### src/rtl/serial_addsub.sv
// Bit-serial two's-complement adder/subtractor, one full-adder stage per clock, LSB first.
// Latency: WIDTH rising edges from operand acceptance to out_valid.
// Backpressure: a single operand set in flight; in_ready is low until the result is taken with out_ready.
module serial_addsub #(
    parameter int WIDTH = 8
) (
    input  logic             clk,
    input  logic             rst_n,
    input  logic             in_valid,
    output logic             in_ready,
    input  logic             op,
    input  logic [WIDTH-1:0] a,
    input  logic [WIDTH-1:0] b,
    output logic             out_valid,
    input  logic             out_ready,
    output logic [WIDTH-1:0] result,
    output logic             cout,
    output logic             overflow,
    output logic             zero
);

    // Counter must index bits 0..WIDTH-1; WIDTH is at least 2 so CW is at least 1.
    localparam int CW = (WIDTH > 1) ? $clog2(WIDTH) : 1;
    localparam logic [CW-1:0] LAST_BIT = CW'(WIDTH - 1);

    typedef enum logic [1:0] {
        IDLE = 2'd0,
        RUN  = 2'd1,
        DONE = 2'd2
    } state_t;

    state_t state_q, state_d;

    // Operand shift registers: bit 0 is always the bit being processed.
    logic [WIDTH-1:0] a_sh_q, a_sh_d;
    logic [WIDTH-1:0] b_sh_q, b_sh_d;
    // Result bits enter at the MSB and move down; after WIDTH steps bit 0 sits at position 0.
    logic [WIDTH-1:0] acc_q, acc_d;
    logic             carry_q, carry_d;
    logic [CW-1:0]    cnt_q, cnt_d;

    // Registered outputs; only rewritten on the step that enters DONE.
    logic [WIDTH-1:0] result_q, result_d;
    logic             cout_q, cout_d;
    logic             ovf_q, ovf_d;
    logic             zero_q, zero_d;

    logic             accept;
    logic             last_bit;
    logic             sum_bit;
    logic             carry_nxt;
    logic [WIDTH-1:0] sum_word;

    // FSM state register
    always_ff @(posedge clk or negedge rst_n) begin
        if (!rst_n) begin
            state_q <= IDLE;
        end else begin
            state_q <= state_d;
        end
    end

    // FSM next-state logic
    always_comb begin
        state_d = state_q;
        unique case (state_q)
            IDLE: if (in_valid) state_d = RUN;
            RUN:  if (last_bit) state_d = DONE;
            DONE: if (out_ready) state_d = IDLE;
            default: state_d = IDLE;
        endcase
    end

    // FSM outputs: handshake strobes decoded directly from state
    always_comb begin
        in_ready  = 1'b0;
        out_valid = 1'b0;
        unique case (state_q)
            IDLE:    in_ready  = 1'b1;
            RUN:     ;
            DONE:    out_valid = 1'b1;
            default: ;
        endcase
    end

    assign accept   = in_valid & in_ready;
    assign last_bit = (state_q == RUN) && (cnt_q == LAST_BIT);

    // Single full-adder stage on the current bit pair plus registered carry
    always_comb begin
        sum_bit   = a_sh_q[0] ^ b_sh_q[0] ^ carry_q;
        carry_nxt = (a_sh_q[0] & b_sh_q[0]) | (a_sh_q[0] & carry_q) | (b_sh_q[0] & carry_q);
        sum_word  = {sum_bit, acc_q[WIDTH-1:1]};
    end

    // Datapath next-state: load on accept, shift/accumulate in RUN, publish on the last bit
    always_comb begin
        a_sh_d   = a_sh_q;
        b_sh_d   = b_sh_q;
        acc_d    = acc_q;
        carry_d  = carry_q;
        cnt_d    = cnt_q;
        result_d = result_q;
        cout_d   = cout_q;
        ovf_d    = ovf_q;
        zero_d   = zero_q;

        if (accept) begin
            // Subtraction is a + ~b + 1: invert b here and seed the carry with op.
            a_sh_d  = a;
            b_sh_d  = op ? ~b : b;
            carry_d = op;
            cnt_d   = '0;
            acc_d   = '0;
        end else if (state_q == RUN) begin
            a_sh_d  = a_sh_q >> 1;
            b_sh_d  = b_sh_q >> 1;
            acc_d   = sum_word;
            carry_d = carry_nxt;
            if (last_bit) begin
                cnt_d    = '0;
                result_d = sum_word;
                cout_d   = carry_nxt;
                // carry_q is the carry into the MSB at this step.
                ovf_d    = carry_q ^ carry_nxt;
                zero_d   = (sum_word == '0);
            end else begin
                cnt_d = cnt_q + CW'(1);
            end
        end
    end

    // Datapath and output registers
    always_ff @(posedge clk or negedge rst_n) begin
        if (!rst_n) begin
            a_sh_q   <= '0;
            b_sh_q   <= '0;
            acc_q    <= '0;
            carry_q  <= 1'b0;
            cnt_q    <= '0;
            result_q <= '0;
            cout_q   <= 1'b0;
            ovf_q    <= 1'b0;
            zero_q   <= 1'b0;
        end else begin
            a_sh_q   <= a_sh_d;
            b_sh_q   <= b_sh_d;
            acc_q    <= acc_d;
            carry_q  <= carry_d;
            cnt_q    <= cnt_d;
            result_q <= result_d;
            cout_q   <= cout_d;
            ovf_q    <= ovf_d;
            zero_q   <= zero_d;
        end
    end

    assign result   = result_q;
    assign cout     = cout_q;
    assign overflow = ovf_q;
    assign zero     = zero_q;

endmodule

### config.mk
export PLATFORM = sky130hd
export DESIGN_NAME = serial_addsub
export DESIGN_NICKNAME = d
export VERILOG_FILES = /design/src/rtl/serial_addsub.sv
export SDC_FILE = /design/constraint.sdc
export NUM_CORES = 1
export LEC_CHECK = 0
export CAP_MARGIN = 10
export CORE_ASPECT_RATIO = 0.6
export CORE_MARGIN = 1
export CORE_UTILIZATION = 25
export CTS_BUF_LIST = sky130_fd_sc_hd__clkbuf_2 sky130_fd_sc_hd__clkbuf_4 sky130_fd_sc_hd__clkbuf_8
export CTS_CLUSTER_DIAMETER = 60
export CTS_CLUSTER_SIZE = 20
export DETAILED_ROUTE_END_ITERATION = 10
export SLEW_MARGIN = 20
export SYNTH_ARGS = -nofsm -noshare
export SYNTH_HDL_FRONTEND = slang
export SYNTH_SLANG_ARGS = --single-unit
### constraint.sdc
create_clock -name clk -period 1.5 [get_ports clk]
set_input_delay 0.15 -clock clk [delete_from_list [all_inputs] [get_ports clk]]
set_output_delay 0.15 -clock clk [all_outputs]
set_load 0.02 [all_outputs]
==> impl_metrics.py <==
metrics = {
    "status": {
        "status": "complete, but fails checks",
        "violations": "design-rule violations",
    },
    "final_layout": {
        "fin_nets": 239,
        "syn_to_final_growth_pct": 33.0,
        "final_common_cell": "nand2_1",
        "drive_gt1_share_pct": 16.2,
        "final_cell_mix": "41 x nand2_1, 39 x dfrtp_1, 30 x clkdlybuf4s50_1",
        "fill_cells": 711,
        "final_area_um2": 2420,
        "instances_no_fill": 303,
        "antenna_cells": 0,
    },
    "place": {
        "postPlaceCellArea_um2": 2280,
        "hpwlAfterDp_um": 2820,
        "port_buffers": 33,
        "routabilityCongestion": 0.744,
        "dp_cells": 293,
        "dp_slack_ns": -0.00203,
    },
    "power_and_ir_drop": {
        "max-vdd-ir-drop_mv": 0.512,
        "seq_power_share_pct": 39.6,
        "switchingPower_mw": 1.75,
        "leakage_nw": 1.11,
        "clock_power_share_pct": 18.7,
        "p_int_mw": 2.98,
        "power_density_nw_per_um2": 1960,
        "p_sw_share_pct": 37.0,
        "comb_power_share_pct": 41.8,
        "total_power_mw": 4.74,
    },
    "route": {
        "ant_nets": 0,
        "wirelength_um": 3960,
        "drt-initial-drc-count": 52,
        "avgRoutedWirePerCell_um": 13.1,
        "routed_via_density": 4.46,
        "drc": 5,
        "vias": 1352,
        "drt-pass1-iter-count": 8,
    },
    "hold_path": {
        "hp-class": "primary input to asynchronous set/reset pin",
    },
    "floorplanning": {
        "initial_core_util_pct": 26.6,
        "dieArea_um2": 7630,
        "core_area_um2": 6850,
        "die_w_um": 112,
        "ios": 34,
        "dieHeight_um": 68.1,
        "num_rows": 23,
    },
    "logic_synthesis": {
        "synth.area.top_cells": "dfrtp_1 55%, nand2_1 8.5%, mux2_2 5.6%",
        "syn_area_um2": 1820,
        "yosysUniqueCellTypes": 26,
        "avgSynthCellArea_um2": 10.4,
        "synth_top_area_share_pct": 55.0,
        "synth_largest_area_cell": "dfrtp_1",
        "ys_seq_elements": 40,
        "syn_inst": 175,
        "ys_seq_area_share_pct": 55.0,
        "syn_nets": 199,
        "yosysWarnings": 0,
    },
    "worst_setup_path": {
        "path_cells": "ha_2, ha_4, nand3b_1, buf_12, mux2_2",
        "worstPathArrival_ns": 1.65,
        "crit_path_top_delay_cell": "dfrtp_1",
        "r2r_setup_slack_ns": 0.02,
        "critPathKind": "flip-flop to flip-flop",
        "critPathCaptureType": "flip-flop",
        "start_kind": "flip-flop",
        "worst_path_largest_cell_delay_ns": 0.40,
        "required_ns": 1.67,
        "worstPathMaxFanout": 14,
    },
    "clock_network": {
        "clock-root-buffer": "clkbuf_8",
        "cts_tree": "done",
        "clkSinkCount": 40,
        "cts_made_buffers": 5,
        "clk_latency_ns": 0.29,
        "path_clk_slew_ns": 0.09,
        "htree_levels": 2,
        "clockBufferDepth": 2,
    },
    "grt": {
        "grt-ovfl-total": 0,
        "grt_pass1_vias": 1321,
        "grt_max_degree": 23,
        "antenna_found_initial": 0,
        "grt_pass1_wl_um": 6890,
        "grt_usage_pct": 11.8,
    },
    "sta": {
        "rsz0062_at_grt": "yes",
        "slew_headroom_pct": 68.5,
        "finalWorstSetupSlack_ns": 0.0183,
        "tightest_slew_ns": 0.473,
        "skew_ns": 0.0104,
        "period_share_pct": 98.8,
        "slew_violations": 0,
        "finalCriticalPeriod_ns": 1.48,
        "hold_violations": 0,
        "max_freq_mhz": 675,
        "setup_viol": 0,
    },
    "job": {
        "cap_violations": 0,
    },
}
-- kinds of logic (layout without fill, tap and decap cells) --
| family | after synthesis | after routing | share of synthesized area (%) |
|---|---|---|---|
| flops | 40 | 40 | 55.0 |
| simple gates | 79 | 79 | 19.3 |
| xor+xnor | 9 | 9 | 4.33 |
| buf+inv | 14 | 55 | 5.30 |
| compound gates | 21 | 21 | 7.98 |
| mux | 9 | 9 | 5.57 |
| fa+ha+maj | 3 | 3 | 2.48 |
-- per-layer routing --
| layer | global-route usage (%) | up-vias | share of wire, % | wire length [um] |
|---|---|---|---|---|
| met5 | 0 | - | 0 | 0 |
| met4 | 3.00 | 0 | 0.38 | 15 |
| met3 | 3.99 | 2 | 6.7 | 267 |
| met2 | 16.1 | 36 | 38 | 1490 |
| met1 | 17.5 | 640 | 55 | 2190 |
| li1 | - | 674 | - | - |
-- repair_timing --
| action | in CTS | in global routing |
|---|---|---|
| resized for setup | 2 | 5 |
| endpoints found under the setup margin | 2 | 12 |
| hold buffers | 1 | 0 |
| hold endpoints to repair | 18 | 0 |
| buffers inserted | 0 | 1 |
-- power by group through the flow --
stage               clock network, mW  logic, mW  registers (mW)
floorplan                           0       1.22            1.95
global placement                    0       1.93            1.89
detailed placement                  0       1.97            1.89
CTS                             0.918       1.97            1.87
global route                    0.980       2.22            1.94
finish                          0.884       1.98            1.87
-- flip-flops by register name, summed over array words and instances, names as in the netlist --
| signal | flops |
|---|---|
| result | 8 |
| cnt_q | 3 |
| b_sh_q | 8 |
| state_q | 2 |
| overflow | 1 |
| acc_q | 7 |
| carry_q | 1 |
| cout | 1 |
| zero | 1 |
| a_sh_q | 8 |
-- metrics by stage --
step                      setup TNS, ns  util [%]  hold slack (ns)
after global placement                0      33.3            0.120
after CTS                             0      35.1            0.346
after floorplan                       0         -           -0.146
after global routing            -0.0718      35.3            0.365
final                                 0      35.3            0.338
after detailed placement       -0.00229      33.3            0.132
-- worst paths after layout --
path                                from   endpoint  depth (start not counted)
worst min-delay path               rst_n   overflow                          2
worst max register to register  cnt_q[0]  result[1]                          5
max in group asynchronous          rst_n  a_sh_q[4]                          3
worst min register to register      zero       zero                          2
min in group clk                    a[7]  a_sh_q[7]                          3
worst max-delay path            cnt_q[0]  result[1]                          5
-- layout make-up --
class	instances	area [um^2]	area share (%)
repair buffers	46	449	18.6
inverters	1	3.75	0.155
multi-input cells	121	744	30.8
clock buffers	5	68.8	2.84
flip-flops and latches	40	1000	41.4
clock inverters	3	42.5	1.76
well taps	87	109	4.50
-- cells in the mapped netlist (all sizes together) --
library cell and count:
nand2 41, dfrtp 40, nand3 19, buf 13, mux2 9, nor2 9, a22oi 8, a31oi 5
o21ai 5, xor2 5, xnor2 4, a221o 2, ha 2, nand2b 2, nand3b 2, nor4 2
a21oi 1, fa 1, inv 1, nor2b 1, nor3b 1, or3 1, or3b 1
-- critical path, delay by kind of cell, from the launching register on --
family / cells / cell delay [ns]
mux: 1 / 0.34
flops: 1 / 0.40
simple gates: 1 / 0.12
fa+ha+maj: 2 / 0.35
buf+inv: 1 / 0.15
Note: power is estimated with default switching activity, not from simulation.
